[config.mk]
export PLATFORM = sky130hd
export DESIGN_NAME = timebase_sched
export DESIGN_NICKNAME = d
export VERILOG_FILES = /design/src/rtl/timebase_sched.sv
export SDC_FILE = /design/constraint.sdc
export NUM_CORES = 1
export LEC_CHECK = 0
export ABC_AREA = 1
export BUFFER_PORTS_ARGS = -buffer_cell sky130_fd_sc_hd__buf_4
export CAP_MARGIN = 20
export CORE_AREA = 2 2 189 191
export DETAILED_ROUTE_END_ITERATION = 6
export DIE_AREA = 0 0 191 193
export PLACE_DENSITY = 0.8
export RECOVER_POWER = 25
export SYNTH_ARGS = -nofsm -noshare
export SYNTH_HDL_FRONTEND = slang
export SYNTH_SLANG_ARGS = --single-unit
[constraint.sdc]
create_clock -name Clk -period 4.95 [get_ports Clk]
set_input_delay 0.495 -clock Clk [delete_from_list [all_inputs] [get_ports Clk]]
set_output_delay 0.495 -clock Clk [all_outputs]
set_load 0.01 [all_outputs]
[src/rtl/timebase_sched.sv]
// timebase_sched: NCH run-time programmable single-cycle tick enables on one clock.
// Define TIMEBASE_SQ_EN to build the per-channel square-wave outputs; otherwise sq is tied low.
module timebase_sched #(
  parameter int unsigned NCH = 4,
  parameter int unsigned CW  = 27,
  localparam int unsigned CHW = (NCH > 1) ? $clog2(NCH) : 1
) (
  input  logic           Clk,
  input  logic           Reset,
  input  logic           cfg_valid,
  output logic           cfg_ready,
  input  logic [CHW-1:0] cfg_ch,
  input  logic [CW-1:0]  cfg_div,
  input  logic           cfg_oneshot,
  input  logic [NCH-1:0] start,
  input  logic [NCH-1:0] stop,
  output logic [NCH-1:0] tick,
  output logic [NCH-1:0] busy,
  output logic [NCH-1:0] done,
  output logic [NCH-1:0] sq
);

  typedef enum logic {StIdle, StRun} state_e;

  state_e         state_q [NCH];
  state_e         state_d [NCH];
  logic [CW-1:0]  count_q [NCH];
  logic [CW-1:0]  count_d [NCH];
  logic [CW-1:0]  div_q   [NCH];
  logic [CW-1:0]  div_d   [NCH];
  logic [CW-1:0]  sdiv_q  [NCH];
  logic [CW-1:0]  sdiv_d  [NCH];
  logic [NCH-1:0] mode_q, mode_d, smode_q, smode_d, pending_q, pending_d;
  logic [NCH-1:0] tick_q, tick_d, done_q, done_d;
  logic [NCH-1:0] acc, wrap, leave;
  logic           accept;

  always_comb begin
    cfg_ready = 1'b1;
    if (32'(cfg_ch) < NCH) cfg_ready = ~pending_q[cfg_ch];
  end

  assign accept = cfg_valid & cfg_ready;

  always_comb begin
    for (int c = 0; c < NCH; c++) begin
      state_d[c]   = state_q[c];
      count_d[c]   = count_q[c];
      div_d[c]     = div_q[c];
      sdiv_d[c]    = sdiv_q[c];
      mode_d[c]    = mode_q[c];
      smode_d[c]   = smode_q[c];
      pending_d[c] = pending_q[c];
      tick_d[c]    = 1'b0;
      done_d[c]    = 1'b0;
      acc[c]       = accept && (cfg_ch == CHW'(c));
      wrap[c]      = (count_q[c] == div_q[c] - CW'(1));
      // done_q marks the cycle after a one-shot tick: the channel retires at this edge
      leave[c]     = (state_q[c] == StRun) && (stop[c] || done_q[c]);

      if (state_q[c] == StIdle) begin
        if (start[c] && !stop[c] && (div_q[c] != '0)) begin
          state_d[c] = StRun;
          count_d[c] = '0;
        end
        if (acc[c]) begin
          div_d[c]  = cfg_div;
          mode_d[c] = cfg_oneshot;
        end
      end else if (leave[c]) begin
        state_d[c] = StIdle;
        count_d[c] = '0;
        if (pending_q[c]) begin
          div_d[c]     = sdiv_q[c];
          mode_d[c]    = smode_q[c];
          pending_d[c] = 1'b0;
        end
        if (acc[c]) begin
          div_d[c]  = cfg_div;
          mode_d[c] = cfg_oneshot;
        end
      end else if (acc[c] && (cfg_div == '0)) begin
        state_d[c] = StIdle;
        count_d[c] = '0;
        div_d[c]   = '0;
        mode_d[c]  = cfg_oneshot;
      end else begin
        count_d[c] = wrap[c] ? '0 : count_q[c] + CW'(1);
        tick_d[c]  = wrap[c];
        done_d[c]  = wrap[c] & mode_q[c];
        // The shadow takes effect only once the running period has finished
        if (wrap[c] && pending_q[c]) begin
          div_d[c]     = sdiv_q[c];
          mode_d[c]    = smode_q[c];
          pending_d[c] = 1'b0;
        end
        if (acc[c]) begin
          sdiv_d[c]    = cfg_div;
          smode_d[c]   = cfg_oneshot;
          pending_d[c] = 1'b1;
        end
      end
    end
  end

  always_ff @(posedge Clk) begin
    if (Reset) begin
      for (int c = 0; c < NCH; c++) begin
        state_q[c] <= StIdle;
        count_q[c] <= '0;
        div_q[c]   <= '0;
        sdiv_q[c]  <= '0;
      end
      mode_q    <= '0;
      smode_q   <= '0;
      pending_q <= '0;
      tick_q    <= '0;
      done_q    <= '0;
    end else begin
      for (int c = 0; c < NCH; c++) begin
        state_q[c] <= state_d[c];
        count_q[c] <= count_d[c];
        div_q[c]   <= div_d[c];
        sdiv_q[c]  <= sdiv_d[c];
      end
      mode_q    <= mode_d;
      smode_q   <= smode_d;
      pending_q <= pending_d;
      tick_q    <= tick_d;
      done_q    <= done_d;
    end
  end

  always_comb begin
    for (int c = 0; c < NCH; c++) busy[c] = (state_q[c] == StRun);
  end

  assign tick = tick_q;
  assign done = done_q;

`ifdef TIMEBASE_SQ_EN
  logic [NCH-1:0] sq_q, sq_d;

  // Computed from next-state values so sq lines up with the registered count
  always_comb begin
    for (int c = 0; c < NCH; c++) begin
      sq_d[c] = (state_d[c] == StRun) && (count_d[c] >= (div_d[c] >> 1));
    end
  end

  always_ff @(posedge Clk) begin
    if (Reset) sq_q <= '0;
    else       sq_q <= sq_d;
  end

  assign sq = sq_q;
`else
  assign sq = '0;
`endif

endmodule

# Yosys cells after proc, flatten, opt, wreduce, memory -nomap -nowiden

Memory sizes are Yosys's and may differ from the RTL's.
Index checks and enable logic that the tools add are counted.

Bits in registers: 20
Output and inout port bits: 17
Memories: 4
Word-level logic and storage cells: 293
Input bits: 41
RAM bits: 328

Muxes and demuxes: 145
Bitwise logic cells: 34
$add $sub $neg: 8
Reductions and logical operators: 62
Equal/unequal tests: 19
Magnitude comparators: 1

Memories:

| name    | words | bits a word | read ports | clocked after memory_dff | write ports | line | RTL |
|---|---|---|---|---|---|---|---|
| count_q | 4     | 27          | 4          | 0                        | 4           | 27   | `logic [CW-1:0] count_q [NCH];` |
| div_q   | 4     | 27          | 4          | 0                        | 4           | 29   | `logic [CW-1:0] div_q [NCH];` |
| sdiv_q  | 4     | 27          | 4          | 0                        | 4           | 31   | `logic [CW-1:0] sdiv_q [NCH];` |
| state_q | 4     | 1           | 4          | 0                        | 4           | 25   | `state_e state_q [NCH];` |

Operators by type and width:

| kind                    | number |
|---|---|
| $mux W27                | 76 |
| $add A27 B1 Y27 const B | 4 |
| $eq A27 B27 Y1          | 4 |
| $reduce_bool A27 Y1     | 4 |
| $sub A27 B1 Y27 const B | 4 |
| $mux W1                 | 68 |
| $logic_not A27 Y1       | 1 |
| $logic_and A1 B1 Y1     | 24 |
| $reduce_and A3 Y1       | 8 |
| $ne A4 B1 Y1 const B    | 4 |
| $or A1 B1 Y1            | 16 |
| $reduce_and A4 Y1       | 4 |
| $reduce_or A4 Y1        | 4 |
| $not A1 Y1              | 13 |
| $ne A3 B3 Y1 const B    | 4 |
| $reduce_bool A3 Y1      | 4 |
| $ne A2 B2 Y1 const B    | 4 |
| $reduce_bool A2 Y1      | 4 |
| $and A1 B1 Y1           | 5 |
| $eq A2 B2 Y1 const B    | 2 |
| $logic_not A1 Y1        | 4 |
| $logic_or A1 B1 Y1      | 4 |
| $lt A2 B3 Y1 const B    | 1 |
| $bmux W1 S2             | 1 |
| other kinds (2)         | 2 |

# Logic depth before layout (Yosys ltp)

Gate-level depths: netlist of run 1.

Depth after elaboration: 10
Depth in mapped cells: 20
Gate-level depth less buffers: 18

# Least setup slack after synthesis of run 1

No wires, ideal clock.

Path type: register to register
From: mem div_q[1][0]
To: mem count_q[1][10]
Buffers on the path: 1
Period minus slack after synthesis: 2.272 ns
Cell stages (with the launch flop): 19
Setup slack: 2.678 ns
Data required time: 4.835 ns
Setup time: 0.115 ns
Data arrival time: 2.157 ns
Cell sequence: dfxtp_1 -> inv_1 -> ha_1 -> nand3_2 -> nor2_1 -> nand3b_1 -> nand2_1 -> nand2_1 -> inv_1 -> nand2_1 -> nor2_1 -> nand2_1 -> nor2_1 -> nand2_1 -> nand2_1 -> nand2_1 -> nand2_2 -> buf_4 -> nor2_1

RTL lines:

| element         | line |
|---|---|
| start, declared | 29 |
| end, declared   | 27 |

==> results of run 1 <==
==> cells in the final DEF, fill, tap and decap left out, drive strengths merged, types with 10 or more instances in the layout <==
master	instances
xor2	109
nor3	46
nand2	830
xnor2	57
a21oi	292
a31oi	46
nand4	56
a22oi	10
a211oi	18
inv	326
nand3b	29
buf	59
dfxtp	348
nor4	12
nand3	401
clkbuf	71
o21ai	147
nor2	473
==> how the worst max path moves through the flow <==
stage / from / to / slack, ns / depth (start not counted)
floorplan: div_q[1][0]$_SDFFE_PP0P_ / count_q[1][10]$_SDFFE_PP0P_ / 2.68 / 18
global route: pending_q[2]$_SDFFE_PP0P_ / sdiv_q[1][26]$_SDFFE_PP0P_ / 0.55 / 13
global placement: cfg_ch[0] / smode_q[3]$_SDFFE_PP0P_ / 1.25 / 16
detailed placement: cfg_ch[0] / div_q[3][15]$_SDFFE_PP0P_ / 1.12 / 17
CTS: pending_q[2]$_SDFFE_PP0P_ / div_q[3][15]$_SDFFE_PP0P_ / 1.27 / 15
finish: pending_q[2]$_SDFFE_PP0P_ / sdiv_q[1][26]$_SDFFE_PP0P_ / 0.77 / 13
==> where the power goes <==
group          internal, mW  leakage (nW)  switching [mW]
Sequential             2.93          2.82           0.167
Combinational         0.818          6.17            1.77
Clock                  1.68         0.620            1.19
==> critical path, cell delays in order, from the launching register on <==
cell and delay [ns]:
sky130_fd_sc_hd__dfxtp_1 0.52, sky130_fd_sc_hd__nor2_1 0.09, sky130_fd_sc_hd__o21ai_0 0.16, sky130_fd_sc_hd__nand2_1 0.09
sky130_fd_sc_hd__nand2_1 0.13, sky130_fd_sc_hd__inv_1 0.09, sky130_fd_sc_hd__nand2_1 0.17, sky130_fd_sc_hd__inv_1 0.44
sky130_fd_sc_hd__nand2_1 0.24, sky130_fd_sc_hd__nand2_1 0.11, sky130_fd_sc_hd__nor2_1 0.62, sky130_fd_sc_hd__nand2_1 0.86
sky130_fd_sc_hd__o21ai_0 0.43, sky130_fd_sc_hd__a21oi_1 0.06
==> cells by family after synthesis <==
family | share of synthesized area
simple gates | 0.376
other cells | 0.000172
xor+xnor | 0.0668
buf+inv | 0.0993
flops | 0.320
compound gates | 0.133
fa+ha+maj | 0.00460
==> state kept, by name, summed over array words and instances, names as in the netlist <==
name,count
div_q,108
state_q,4
mode_q,4
smode_q,4
count_q,108
done,4
pending_q,4
sdiv_q,108
tick,4
==> cells in the mapped netlist, drive strengths merged <==
| master | n |
|---|---|
| nor3b | 8 |
| a211oi | 18 |
| or2 | 7 |
| ha | 8 |
| buf | 91 |
| nor3 | 46 |
| a21oi | 292 |
| a31oi | 46 |
| nand3b | 29 |
| nor2 | 473 |
| o21ai | 147 |
| dlygate4sd3 | 3 |
| a31o | 2 |
| o22ai | 4 |
| nand3 | 401 |
| nand2 | 830 |
| o211ai | 3 |
| xor2 | 109 |
| clkbuf | 87 |
| nor4 | 12 |
| clkinv | 1 |
| o2111ai | 2 |
| dfxtp | 348 |
| xnor2 | 57 |
| o21bai | 6 |
| o21a | 2 |
| o31ai | 3 |
| and2 | 4 |
| nand4 | 56 |
| inv | 326 |
| and3 | 7 |
| conb | 1 |
| a22oi | 10 |
==> routing by layer <==
metal / GRT usage / up-vias / wire (um)
li1: - / 11050 / -
met1: 0.432 / 9932 / 26900
met2: 0.546 / 877 / 28100
met3: 0.0563 / 202 / 4670
met4: 0.204 / 0 / 3970
met5: 0 / - / 0
==> cell type report <==
| type | count | area share |
|---|---|---|
| sequential | 348 | 0.301 |
| inverter | 327 | 0.0530 |
| clock inverter | 9 | 0.00335 |
| timing repair buffer | 71 | 0.0230 |
| tap | 461 | 0.0249 |
| multi-input combinational | 2586 | 0.544 |
| clock buffer | 59 | 0.0507 |
==> stage by stage <==
stage                      util  setup slack (ns)  cells
after floorplan               -              2.68   3442
after global placement    0.627              1.25   3790
after detailed placement  0.627              1.12   3790
after CTS                 0.663              1.27   3858
after global routing      0.662             0.549   3861
final                     0.662             0.774   3861
==> run metrics, run 1 <==
Area growth, synth to finish 6.44%; Arr. time, crit path 4.59 ns; hold-critical path endpoint state_q[0]$_SDFF_PP0_; area of the multi-input gates 12,600 sq um; Clock Tree Buf Depth 3; die outline width 191 um; category of the critical setup timing path flop to flop; total wirelength of the detailed-routed design 63,700 um; Pwr Total 8.56 mW; Hold/Removal Path Class input port to flop; Period minus WS final 4.18 ns; share of synthesized area occupied by flip-flops and latches 0.320; number of rows in the core area 69; YS warnings 0; area of all sequential standard cells 6970 sq um; global-route total usage across every layer 0.341; average cell area after synthesis 6.33 sq um; number of primary I/O pins 58; antenna violations before repair 0; Pwr Density 370 nW/um^2; largest fanout on the critical path 31; global placement routability congestion 0.999; final hold vios 0; share of layout cells above drive strength 1 0.0553; maximum frequency from static timing analysis 0.239 GHz; Peak supply drop 323 uV; overflow left after global routing 0; number of cells on the worst hold path 3; worst-skew pair later-pin latency 0.57 ns; detailed-route vias per instance 5.71; number of sinks handled by clock tree synthesis 348; Max Transition Viols Final 0; fin crit share 0.844; type of destination of the critical path flop; die extent in y 193 um; Leakage Power 9.60 nW; nets 3,422; final design area excluding fillers 23,200 sq um; H-Tree Level Count 2; count of cells along the worst register-to-register path 13; number of setup violations in the final report 0; number of max-capacitance violations reported 0; number of buffers added for setup after CTS 0; full die area 36,900 sq um; filler cell count 3,231; initial core utilization 0.622; cells taking the most area after synthesis sky130_fd_sc_hd__dfxtp_1 32%, sky130_fd_sc_hd__nand2_1 14%, sky130_fd_sc_hd__nand3_1 9.0%; Core Footprint 35,000 sq um; number of antenna diodes 0; WP data required 5.36 ns; clock tree from TritonCTS yes; clock root buffer sky130_fd_sc_hd__clkbuf_16; hold path start stop[0]; post-synth top area cell sky130_fd_sc_hd__dfxtp_1; synthesis-stage register bit count 348; Final HPWL DP 45,000 um; largest net degree at the start of global routing 102; hold slack final 0.249 ns; pin slew with the least headroom to its limit 1.27 ns; wire length of the first global-routing pass 101,000 um; placed standard-cell area 21,900 sq um; capturing point of the worst reg2reg path sdiv_q[1][26]$_SDFFE_PP0P_; number of nets with antenna violations after routing 0; post-route setup TNS 0 ns; post_cts resized 0; number of port buffers 53; reg2reg start pending_q[2]$_SDFFE_PP0P_; run status completed; clk_skew 0.0189 ns; via count of the first global-routing pass 20,021; unique cell type count in the Yosys netlist 50; violation count after the first detailed-routing iteration 1,854; WL/cell 16.5 um; DR vias 22,061; Synth Instances 3,439; Slew HR 0.154; share of Yosys cell area claimed by the top area cell type 0.320; number of buffers created by CTS 39; cell area after synthesis 21,800 sq um; DRC Markers 0; hold buffer count at CTS 0; startpoint kind of the worst setup timing path flop; R2R Setup Slk 0.77 ns; clock slew at the register clock pins of the worst setup and hold paths 0.06 ns; RSZ-0062 raised after global routing false; router iterations before antenna repair 6
No activity file was read; power rests on OpenSTA's default activity.
==> inputs of run 2 (changes only) <==
==> constraint.sdc (replaced) <==
create_clock -name Clk -period 4.16 [get_ports Clk]
set_input_delay 0.416 -clock Clk [delete_from_list [all_inputs] [get_ports Clk]]
set_output_delay 0.416 -clock Clk [all_outputs]
set_load 0.01 [all_outputs]
==> run 2 against run 1 <==
- the flow now finishes with violations (DRC, capacitance limit, slew limit)
- clock skew up 0.0068 ns
- combinational power up 22%
- clock-buffer cell count fell by 4
- largest cell class unchanged
- largest power group unchanged
- clock power rose by 18%
==> run metrics, run 2 (synthesized netlist as in run 1, its figures left out) <==
run status finished with violations; failing checks DRC, capacitance limit, slew limit; final hold vios 0; hold slack final 0.172 ns; Leakage Power 9.66 nW; Hold/Removal Path Class input port to flop; largest fanout on the critical path 20; R2R Setup Slk 0.40 ns; number of nets with antenna violations after routing 0; total wirelength of the detailed-routed design 64,300 um; post-route setup TNS 0 ns; DR vias 22,548; die outline width 191 um; Clock Tree Buf Depth 3; number of port buffers 53; number of buffers created by CTS 38; number of sinks handled by clock tree synthesis 348; number of buffers added for setup after CTS 0; final core utilization 0.665; net switching power 3.77 mW; post-layout instance count excluding filler cells 3,872; hold buffer count at CTS 0; final design area excluding fillers 23,300 sq um; wire length of the first global-routing pass 104,000 um; number of setup violations in the final report 0; Max Transition Viols Final 34; slowest stage cell on the critical path sky130_fd_sc_hd__clkbuf_1; Period minus WS final 3.76 ns; die extent in y 193 um; post_cts resized 0; number of max-capacitance violations reported 1; RSZ-0062 raised after global routing false; stage delay of the slowest cell on the critical path 0.86 ns; overflow left after global routing 0; filler cell count 3,256; most used cell along the critical path sky130_fd_sc_hd__nand2_1; area of the multi-input gates 12,600 sq um; clk_skew 0.0257 ns; clock root buffer sky130_fd_sc_hd__clkbuf_16; nets 3,435; post-layout worst setup margin 0.398 ns; via count of the first global-routing pass 20,992; Pwr Density 440 nW/um^2; largest net degree at the start of global routing 87; share of layout cells above drive strength 1 0.0622; internal power component 6.46 mW; type of destination of the critical path flop; clock tree from TritonCTS yes; Clk network pwr share 0.333; Slew HR -0.127; WL/cell 16.6 um; category of the critical setup timing path flop to flop; violation count after the first detailed-routing iteration 2,085; area of all sequential standard cells 6970 sq um; initial core utilization 0.622; number of placed cells counting well taps 3,807; clock slew at the register clock pins of the worst setup and hold paths 0.06 ns; most common cell after layout, fill and taps aside sky130_fd_sc_hd__nand2_1; switching share of power 0.369; worst-skew pair later-pin latency 0.57 ns; number of antenna diodes 0; Pwr Total 10.2 mW; worst setup timing slack at the placement stage 0.795 ns; WP data required 4.60 ns; router iterations before antenna repair 7; detailed-route vias per instance 5.82; global-route total usage across every layer 0.347; Peak supply drop 338 uV; number of rows in the core area 69; global placement routability congestion 0.993; largest registers count_q (108), div_q (108), sdiv_q (108); Final HPWL DP 46,500 um; Arr. time, crit path 4.20 ns; H-Tree Level Count 2; most used cells in the layout excluding fill and tap cells 813 x sky130_fd_sc_hd__nand2_1, 442 x sky130_fd_sc_hd__nor2_1, 393 x sky130_fd_sc_hd__nand3_1; placed standard-cell area 22,100 sq um; DRC Markers 15; full die area 36,900 sq um; relative contribution of sequential cells to total power 0.359; startpoint kind of the worst setup timing path flop; Area growth, synth to finish 6.88%; fin crit share 0.904; antenna violations before repair 0; logic gate share of total power 0.308; number of primary I/O pins 58; critical path, cell by cell nor2_1 -> o21ai_0 -> nand2_1 -> nand2_1 -> inv_1 -> nand3_2 -> inv_1 -> nand2_1 -> nand3_1 -> inv_1 -> clkbuf_1 -> nand2_1 -> clkbuf_1 -> o21ai_0 -> a21oi_1; Core Footprint 35,000 sq um; pin slew with the least headroom to its limit 1.69 ns; maximum frequency from static timing analysis 0.266 GHz
-- run 2: cell count changes in the layout (fill, tap and decap cells not counted), sizes merged --
cell	previous run	this run
bufinv	1	2
buf	59	70
clkbuf	71	70
-- run 2: final cells by class --
type                    count  share of cell area
clock inverters            10             0.00527
repair buffers             85              0.0258
flip-flops and latches    348               0.300
multi-input cells        2586               0.544
well taps                 461              0.0248
clock buffers              55              0.0480
inverters                 327              0.0528
-- run 2: worst max-delay path, delay by kind of cell (launching register included) --
family	cells	cell delay [ns]
buffers and inverters	5	1.77
AND/OR/NAND/NOR	7	0.91
flip-flops	1	0.50
AO/OA/AOI/OAI	3	0.46
-- run 2: routing by layer --
| metal | share of wire | track usage | vias up | wire, um |
|---|---|---|---|---|
| met2 | 0.46 | 0.582 | 921 | 29600 |
| met3 | 0.068 | 0.0485 | 261 | 4360 |
| met5 | 0 | 0 | - | 0 |
| met1 | 0.42 | 0.433 | 10281 | 26700 |
| met4 | 0.056 | 0.187 | 0 | 3570 |
| li1 | - | - | 11085 | - |
-- run 2: worst paths after layout --
check                            startpoint  depth (start not counted)                    endpoint
setup / recovery  pending_q[3]$_SDFFE_PP0P_                         15  sdiv_q[3][26]$_SDFFE_PP0P_
hold / removal                   cfg_div[2]                          3   sdiv_q[3][2]$_SDFFE_PP0P_
setup reg to reg  pending_q[3]$_SDFFE_PP0P_                         15  sdiv_q[3][26]$_SDFFE_PP0P_
hold reg to reg      mode_q[1]$_SDFFE_PP0P_                          2          done[1]$_SDFF_PP0_
-- run 2: power by group through the flow --
stage               combinational (mW)  clock, mW  sequential, mW
global placement                  3.06          0            3.73
global route                      3.55       3.56            3.69
floorplan                         2.45          0            3.68
CTS                               3.12       3.45            3.67
finish                            3.15       3.41            3.67
detailed placement                3.10          0            3.74
